[config.mk]
export PLATFORM = sky130hd
export DESIGN_NAME = mips_core
export DESIGN_NICKNAME = d
export VERILOG_FILES = /design/src/rtl/mips_core.sv
export SDC_FILE = /design/constraint.sdc
export NUM_CORES = 2
export LEC_CHECK = 0
export ABC_CLOCK_PERIOD_IN_PS = 11500
export CORE_MARGIN = 4
export CORE_UTILIZATION = 35
export CTS_CLUSTER_DIAMETER = 60
export CTS_CLUSTER_SIZE = 24
export DETAILED_ROUTE_END_ITERATION = 7
export GPL_TIMING_DRIVEN = 0
export PLACE_DENSITY = 0.6
export SLEW_MARGIN = 20
export SYNTH_ARGS = -nofsm -noshare
export SYNTH_HDL_FRONTEND = slang
export SYNTH_SLANG_ARGS = --single-unit
[constraint.sdc]
create_clock -name CLK -period 11.5 [get_ports CLK]
set_clock_uncertainty 0.1 [all_clocks]
set_input_delay 1.725 -clock CLK [delete_from_list [all_inputs] [get_ports CLK]]
set_output_delay 1.725 -clock CLK [all_outputs]
set_load 0.02 [all_outputs]
[src/rtl/mips_core.sv]
`default_nettype none
// ============================================================================
//  Module      : mips_core
//  Description : Multicycle 32-bit MIPS-I subset core with a five-state
//                control FSM, an internal 32x32 register file and
//                single-cycle-latency instruction/data memory ports.
//  Revision    : 1.0  initial release
// ============================================================================

module mips_core #(
    parameter logic [31:0] RESET_PC = 32'h0000_0000
) (
    input  logic        CLK,
    input  logic        Z_R,
    output logic [31:0] IM_ADDR,
    input  logic [31:0] IM_DATA,
    output logic        DM_WE,
    output logic [31:0] DM_ADDR,
    output logic [31:0] DM_WR_DATA,
    input  logic [31:0] DM_RD_DATA
);

    localparam logic [5:0] c_OP_RTYPE = 6'h00;
    localparam logic [5:0] c_OP_ADDI  = 6'h08;
    localparam logic [5:0] c_OP_LW    = 6'h23;
    localparam logic [5:0] c_OP_SW    = 6'h2B;
    localparam logic [5:0] c_OP_BEQ   = 6'h04;
    localparam logic [5:0] c_OP_J     = 6'h02;

    localparam logic [5:0] c_FN_ADD   = 6'h20;
    localparam logic [5:0] c_FN_SUB   = 6'h22;
    localparam logic [5:0] c_FN_AND   = 6'h24;
    localparam logic [5:0] c_FN_OR    = 6'h25;
    localparam logic [5:0] c_FN_SLT   = 6'h2A;

    typedef enum logic [2:0] {
        S_FETCH  = 3'd0,
        S_DECODE = 3'd1,
        S_EXEC   = 3'd2,
        S_MEM    = 3'd3,
        S_WB     = 3'd4
    } state_t;

    state_t      r_state;
    logic [31:0] r_pc;
    logic [31:0] r_ir;
    logic [31:0] r_a;
    logic [31:0] r_b;
    logic [31:0] r_alu_out;
    logic [31:0] r_dm_addr;
    logic [31:0] r_dm_wr_data;
    logic        r_dm_we;
    logic [31:0] r_rf [32];

    logic [5:0]  w_op;
    logic [4:0]  w_rt;
    logic [4:0]  w_rd;
    logic [5:0]  w_funct;
    logic [31:0] w_imm_sext;
    logic [31:0] w_mem_addr;
    logic [31:0] w_r_result;
    logic        w_r_valid;
    logic [4:0]  w_wb_dest;
    logic [31:0] w_wb_data;

    assign w_op       = r_ir[31:26];
    assign w_rt       = r_ir[20:16];
    assign w_rd       = r_ir[15:11];
    assign w_funct    = r_ir[5:0];
    assign w_imm_sext = {{16{r_ir[15]}}, r_ir[15:0]};
    assign w_mem_addr = r_a + w_imm_sext;
    assign w_wb_dest  = (w_op == c_OP_RTYPE) ? w_rd : w_rt;
    assign w_wb_data  = (w_op == c_OP_LW) ? DM_RD_DATA : r_alu_out;

    always_comb begin
        w_r_result = '0;
        w_r_valid  = 1'b1;
        case (w_funct)
            c_FN_ADD: w_r_result = r_a + r_b;
            c_FN_SUB: w_r_result = r_a - r_b;
            c_FN_AND: w_r_result = r_a & r_b;
            c_FN_OR:  w_r_result = r_a | r_b;
            c_FN_SLT: w_r_result = ($signed(r_a) < $signed(r_b)) ? 32'd1 : 32'd0;
            default:  w_r_valid  = 1'b0;
        endcase
    end

    assign IM_ADDR    = r_pc;
    assign DM_ADDR    = r_dm_addr;
    assign DM_WR_DATA = r_dm_wr_data;
    // Gate with reset so a store caught mid-MEM by reset never reaches memory.
    assign DM_WE      = r_dm_we & ~Z_R;

    always_ff @(posedge CLK) begin
        if (Z_R) begin
            r_state      <= S_FETCH;
            r_pc         <= RESET_PC;
            r_ir         <= '0;
            r_a          <= '0;
            r_b          <= '0;
            r_alu_out    <= '0;
            r_dm_we      <= 1'b0;
            r_dm_addr    <= '0;
            r_dm_wr_data <= '0;
            for (int i = 0; i < 32; i++) begin
                r_rf[i] <= '0;
            end
        end else begin
            case (r_state)
                S_FETCH: begin
                    r_state <= S_DECODE;
                end
                S_DECODE: begin
                    r_ir    <= IM_DATA;
                    r_a     <= r_rf[IM_DATA[25:21]];
                    r_b     <= r_rf[IM_DATA[20:16]];
                    r_pc    <= r_pc + 32'd4;
                    r_state <= S_EXEC;
                end
                S_EXEC: begin
                    r_state <= S_FETCH;
                    case (w_op)
                        c_OP_RTYPE: begin
                            if (w_r_valid) begin
                                r_alu_out <= w_r_result;
                                r_state   <= S_WB;
                            end
                        end
                        c_OP_ADDI: begin
                            r_alu_out <= w_mem_addr;
                            r_state   <= S_WB;
                        end
                        c_OP_LW, c_OP_SW: begin
                            r_alu_out <= w_mem_addr;
                            r_dm_addr <= w_mem_addr;
                            if (w_op == c_OP_SW) begin
                                r_dm_we      <= 1'b1;
                                r_dm_wr_data <= r_b;
                            end
                            r_state   <= S_MEM;
                        end
                        c_OP_BEQ: begin
                            // PC already points past the branch here.
                            if (r_a == r_b) begin
                                r_pc <= r_pc + {w_imm_sext[29:0], 2'b00};
                            end
                        end
                        c_OP_J: begin
                            r_pc <= {r_pc[31:28], r_ir[25:0], 2'b00};
                        end
                        default: ;
                    endcase
                end
                S_MEM: begin
                    r_dm_we <= 1'b0;
                    r_state <= (w_op == c_OP_LW) ? S_WB : S_FETCH;
                end
                S_WB: begin
                    if (w_wb_dest != 5'd0) begin
                        r_rf[w_wb_dest] <= w_wb_data;
                    end
                    r_state <= S_FETCH;
                end
                default: begin
                    r_state <= S_FETCH;
                end
            endcase
        end
    end

endmodule

`default_nettype wire

# Word level (Yosys, flattened, before mapping)
# Memories as Yosys holds them, arrays and structs flattened. A register that Yosys moved wholly into a read port is not among the register bits.
# Cells that the tools add are included.
[totals]
ff_bits = 164
latchBits = 0
ram_bits = 1024
mem_bits_ro = 0
in_bits = 66
word_cells = 84
mem_count = 1
[op_classes]
n_addsub = 5
multipliers = 0
div = 0
order_cmp = 1
n_eq_ne = 23
shift = 0
n_mux = 26
bitwise_logic = 4
n_reduce_logical = 16
[memory_table]
columns = ["name", "depth", "width", "read_ports", "rd_clocked_by_memory_dff", "write_ports", "line_no", "rtl"]
rows = [
  ["r_rf", 32, 32, 2, 2, 32, "53", "logic [31:0] r_rf [32];"],
]
[op_table]
columns = ["operator", "n"]
rows = [
  ["$pmux W32 S2", 3],
  ["$pmux W32 S5", 1],
  ["$mux W32", 4],
  ["$add A32 B32 Y32", 3],
  ["$eq A6 B6 Y1 const B", 7],
  ["$add A32 B3 Y32 const B", 1],
  ["$and A32 B32 Y32", 1],
  ["$eq A32 B32 Y1", 1],
  ["$lt A32 B32 Y1", 1],
  ["$or A32 B32 Y32", 1],
  ["$reduce_or A32 Y1", 1],
  ["$sub A32 B32 Y32", 1],
  ["$pmux W3 S4", 1],
  ["$reduce_and A3 Y1", 4],
  ["$mux W1", 11],
  ["$mux W5", 2],
  ["$ne A2 B2 Y1 const B", 5],
  ["$pmux W3 S3", 1],
  ["$eq A3 B2 Y1 const B", 2],
  ["$eq A6 B2 Y1 const B", 1],
  ["$eq A6 B3 Y1 const B", 1],
  ["$eq A6 B4 Y1 const B", 1],
  ["$logic_not A6 Y1", 1],
  ["$mux W3", 2],
  ["16 further kinds", 18],
]

# Longest topological paths before layout
[logic_depth]
ltp_word = 9
depth_mapped = 15

# Least setup slack after synthesis
# Ideal clock, no wire load.
[synth_path]
path_kind = "in2reg"
start = "input Z_R"
end = "memory r_rf[21][0] (enable)"
arrival_ns = 3.997
t_required_ns = 11.011
setup_slack_ns = 7.014
stages = 8
n_path_buf = 3
path_cell_list = "clkbuf_1 > nor4b_1 > nor2b_1 > and2_1 > clkbuf_1 > nand3_1 > clkbuf_1 > nand2_1"
[synth_lines]
columns = ["element", "line_no", "rtl"]
rows = [
  ["from (decl)", "14", "input logic Z_R,"],
  ["to (decl)", "53", ""],
]

# Final worst setup path
[layout_path]
start = "input Z_R"
end = "output DM_WE"
[layout_between]
elab_chain_len = 2
[layout_rtl]
columns = ["element", "line_no", "rtl"]
rows = [
  ["$not A1 Y1", "92", "assign DM_WE = r_dm_we & ~Z_R;"],
  ["$and A1 B1 Y1", "92", ""],
  ["to (decl)", "17", "output logic DM_WE,"],
]
# No other way between the ends.

==> reports/results.tsv <==
metric	value	unit
async_flop_share	0	%
cts_root_buf	clkbuf_16	
slew_headroom	3.12	%
numCtsBuffers	104	
routed_wl	272	mm
via_count	51600	
overflow	0	
antenna_found_initial	3	
crit_required	9680	ps
drc	0	
grt_max_degree	33	
fillCellCount	18200	
outcome	complete, no violations	
tns	0	ps
setup_viol	0	
grt.met2_usage	39.6	%
rows	161	
cts.sinks	1250	
cp.arrival	3990	ps
worst_pin_slew	1410	ps
endpoint_kind	output pin	
synth-seq-area-share	51.6	%
start_util	35.3	%
grt_use_met3	8.66	%
clk_pin_slew	70	ps
crit_type	input port to output pin	
placedCellCount	8190	
final_cell_mix	1,215 x nor2_1, 1,024 x edfxtp_1, 640 x mux4_2	
final_cell_area	0.0777	sq mm
synthToLayoutAreaGrowth	13.7	%
synth_ff_type	edfxtp_1	
hold_viol	0	
grt_pass1_wl	377	mm
cts-hold-fix-buffers	0	
multi_input_area	0.0312	sq mm
fin_ws	5680	ps
min_period	5820	ps
portBuffers	149	
use_met1	32.2	%
cp_max_fo	10	
path_cells	clkbuf_1 -> clkbuf_1 -> nor2b_1 -> clkdlybuf4s50_1	
fin_crit_sh	50.6	%
wl_per_cell	32.4	um
rsz0062_at_grt	no	
via_per_inst	6.15	
synth_edf_count	1024	
crit_top_cell	clkbuf_1	
synth.avg_cell_area	12.5	sq um
cpMaxStageDelayCell	clkbuf_1	
dr.pass1.iters	8	
p_leak	25.5	nW
post-route-util	40.2	%
core_area	0.193	sq mm
maxSlewViolCount	0	
crit_buf_inv	3	
peakVddDrop	0.131	mV
cts_tree	built	
fin_cells	8390	
grt_busiest_layer	met2	
critPathTopFamily	buffers and inverters	
synth-seq-cells	1250	
hp-class	flip-flop to flip-flop	
grt_use_total	26.1	%
insertion_delay	810	ps
io_pins	163	
seqCellArea	0.0353	sq mm
placed_area	0.0739	sq mm
maxCapViolations	0	
yosysWarnings	0	
netlist_area	0.0683	sq mm
synth_cells	5458	
final_common_cell	nor2_1	
cts_max_level	3	
crit_path_start_kind	input port	
cts_resized	0	
fmax	172	MHz
max_stage_delay	960	ps
ant_nets	0	
nNetsFinal	6013	
die_area	0.202	sq mm
gp_congestion	1.00	
postCtsSetupBuffers	0	
grt_pass1_vias	50500	
drive_above_1_share	17.0	%
powerDensity	141	mW/mm^2
die_h	450	um
dp_hpwl	199	mm
preCtsSetupSlack	5380	ps
drtIter0Drc	7653	
die_w	450	um
clk_path_buf_depth	3	
synth_cell_types	80	
[synthesized netlist by cell type (22+ instances only)]
| cell | number | area [sq um] |
|---|---|---|
| clkbuf_1 | 427 | 1600 |
| a21oi_1 | 284 | 1420 |
| nor2_1 | 1216 | 4560 |
| nor3_1 | 50 | 250 |
| a211oi_1 | 101 | 758 |
| mux4_2 | 640 | 14400 |
| inv_1 | 113 | 424 |
| nand3_1 | 37 | 185 |
| a21o_1 | 40 | 300 |
| buf_1 | 55 | 206 |
| xor2_1 | 24 | 210 |
| nand2_1 | 359 | 1350 |
| xnor2_1 | 49 | 429 |
| a31oi_1 | 29 | 181 |
| mux2i_1 | 105 | 1050 |
| ha_1 | 172 | 2150 |
| o21ai_0 | 133 | 666 |
| nand4_1 | 22 | 138 |
| edfxtp_1 | 1024 | 30700 |
| dfxtp_1 | 226 | 4520 |
| o21bai_1 | 22 | 165 |
[kinds of logic after synthesis]
family | synth area share (%)
mux | 22.7
xor+xnor | 0.936
buf+inv | 3.40
fa+ha+maj | 3.27
simple gates | 10.7
compound gates | 7.42
other cells | 0.00549
flops | 51.6
[per-stage QoR]
| step | hold slack (ps) | power [mW] |
|---|---|---|
| final | 356 | 10.9 |
| after global routing | 383 | 11.2 |
| after CTS | 355 | 10.8 |
| after detailed placement | 346 | 7.00 |
| after global placement | 346 | 6.97 |
| after floorplan | 332 | 6.28 |
[registers in the layout, indices dropped and copies added, names as in the netlist]
name	flops
r_dm_we	1
r_a	32
r_state	3
r_ir	32
r_alu_out	32
r_rf	1024
IM_ADDR	30
DM_WR_DATA	32
DM_ADDR	32
r_b	32
[worst min-delay path: cells and delay by family, from the launching register on]
family / cells / cell delay [ps]
flip-flops: 1 / 310
AND/OR/NAND/NOR: 1 / 50
AO/OA/AOI/OAI: 1 / 50
[final timing paths]
path                        from        endpoint  slack, ps  cells after the start
setup / recovery             Z_R           DM_WE       5680                      4
setup reg to reg         r_ir[1]     IM_ADDR[28]       5750                     14
hold reg to reg   DM_WR_DATA[16]  DM_WR_DATA[16]        360                      2
hold / removal    DM_WR_DATA[16]  DM_WR_DATA[16]        360                      2
[metal layers]
layer,wire length [um],share of wire [%]
met5,394,0.14
met4,20800,7.6
met3,34100,13
met2,120000,44
met1,97000,36
[final cells by class]
type | instances | share of cell area [%]
Clock inverter | 82 | 1.34
Clock buffer | 114 | 3.44
Buffer | 495 | 2.53
Antenna cell | 3 | 0.00967
Tap cell | 2526 | 4.07
Multi-Input combinational cell | 3633 | 40.1
Timing Repair Buffer | 174 | 2.52
Sequential cell | 1250 | 45.4
Inverter | 113 | 0.546
[where the power goes]
part           total, mW  internal (mW)  switching (mW)
sequential          5.21           5.04           0.161
clock               3.94           1.98            1.97
combinational       1.77          0.644            1.12
total               10.9           7.66            3.25
No activity file was read; power rests on OpenSTA's default activity.
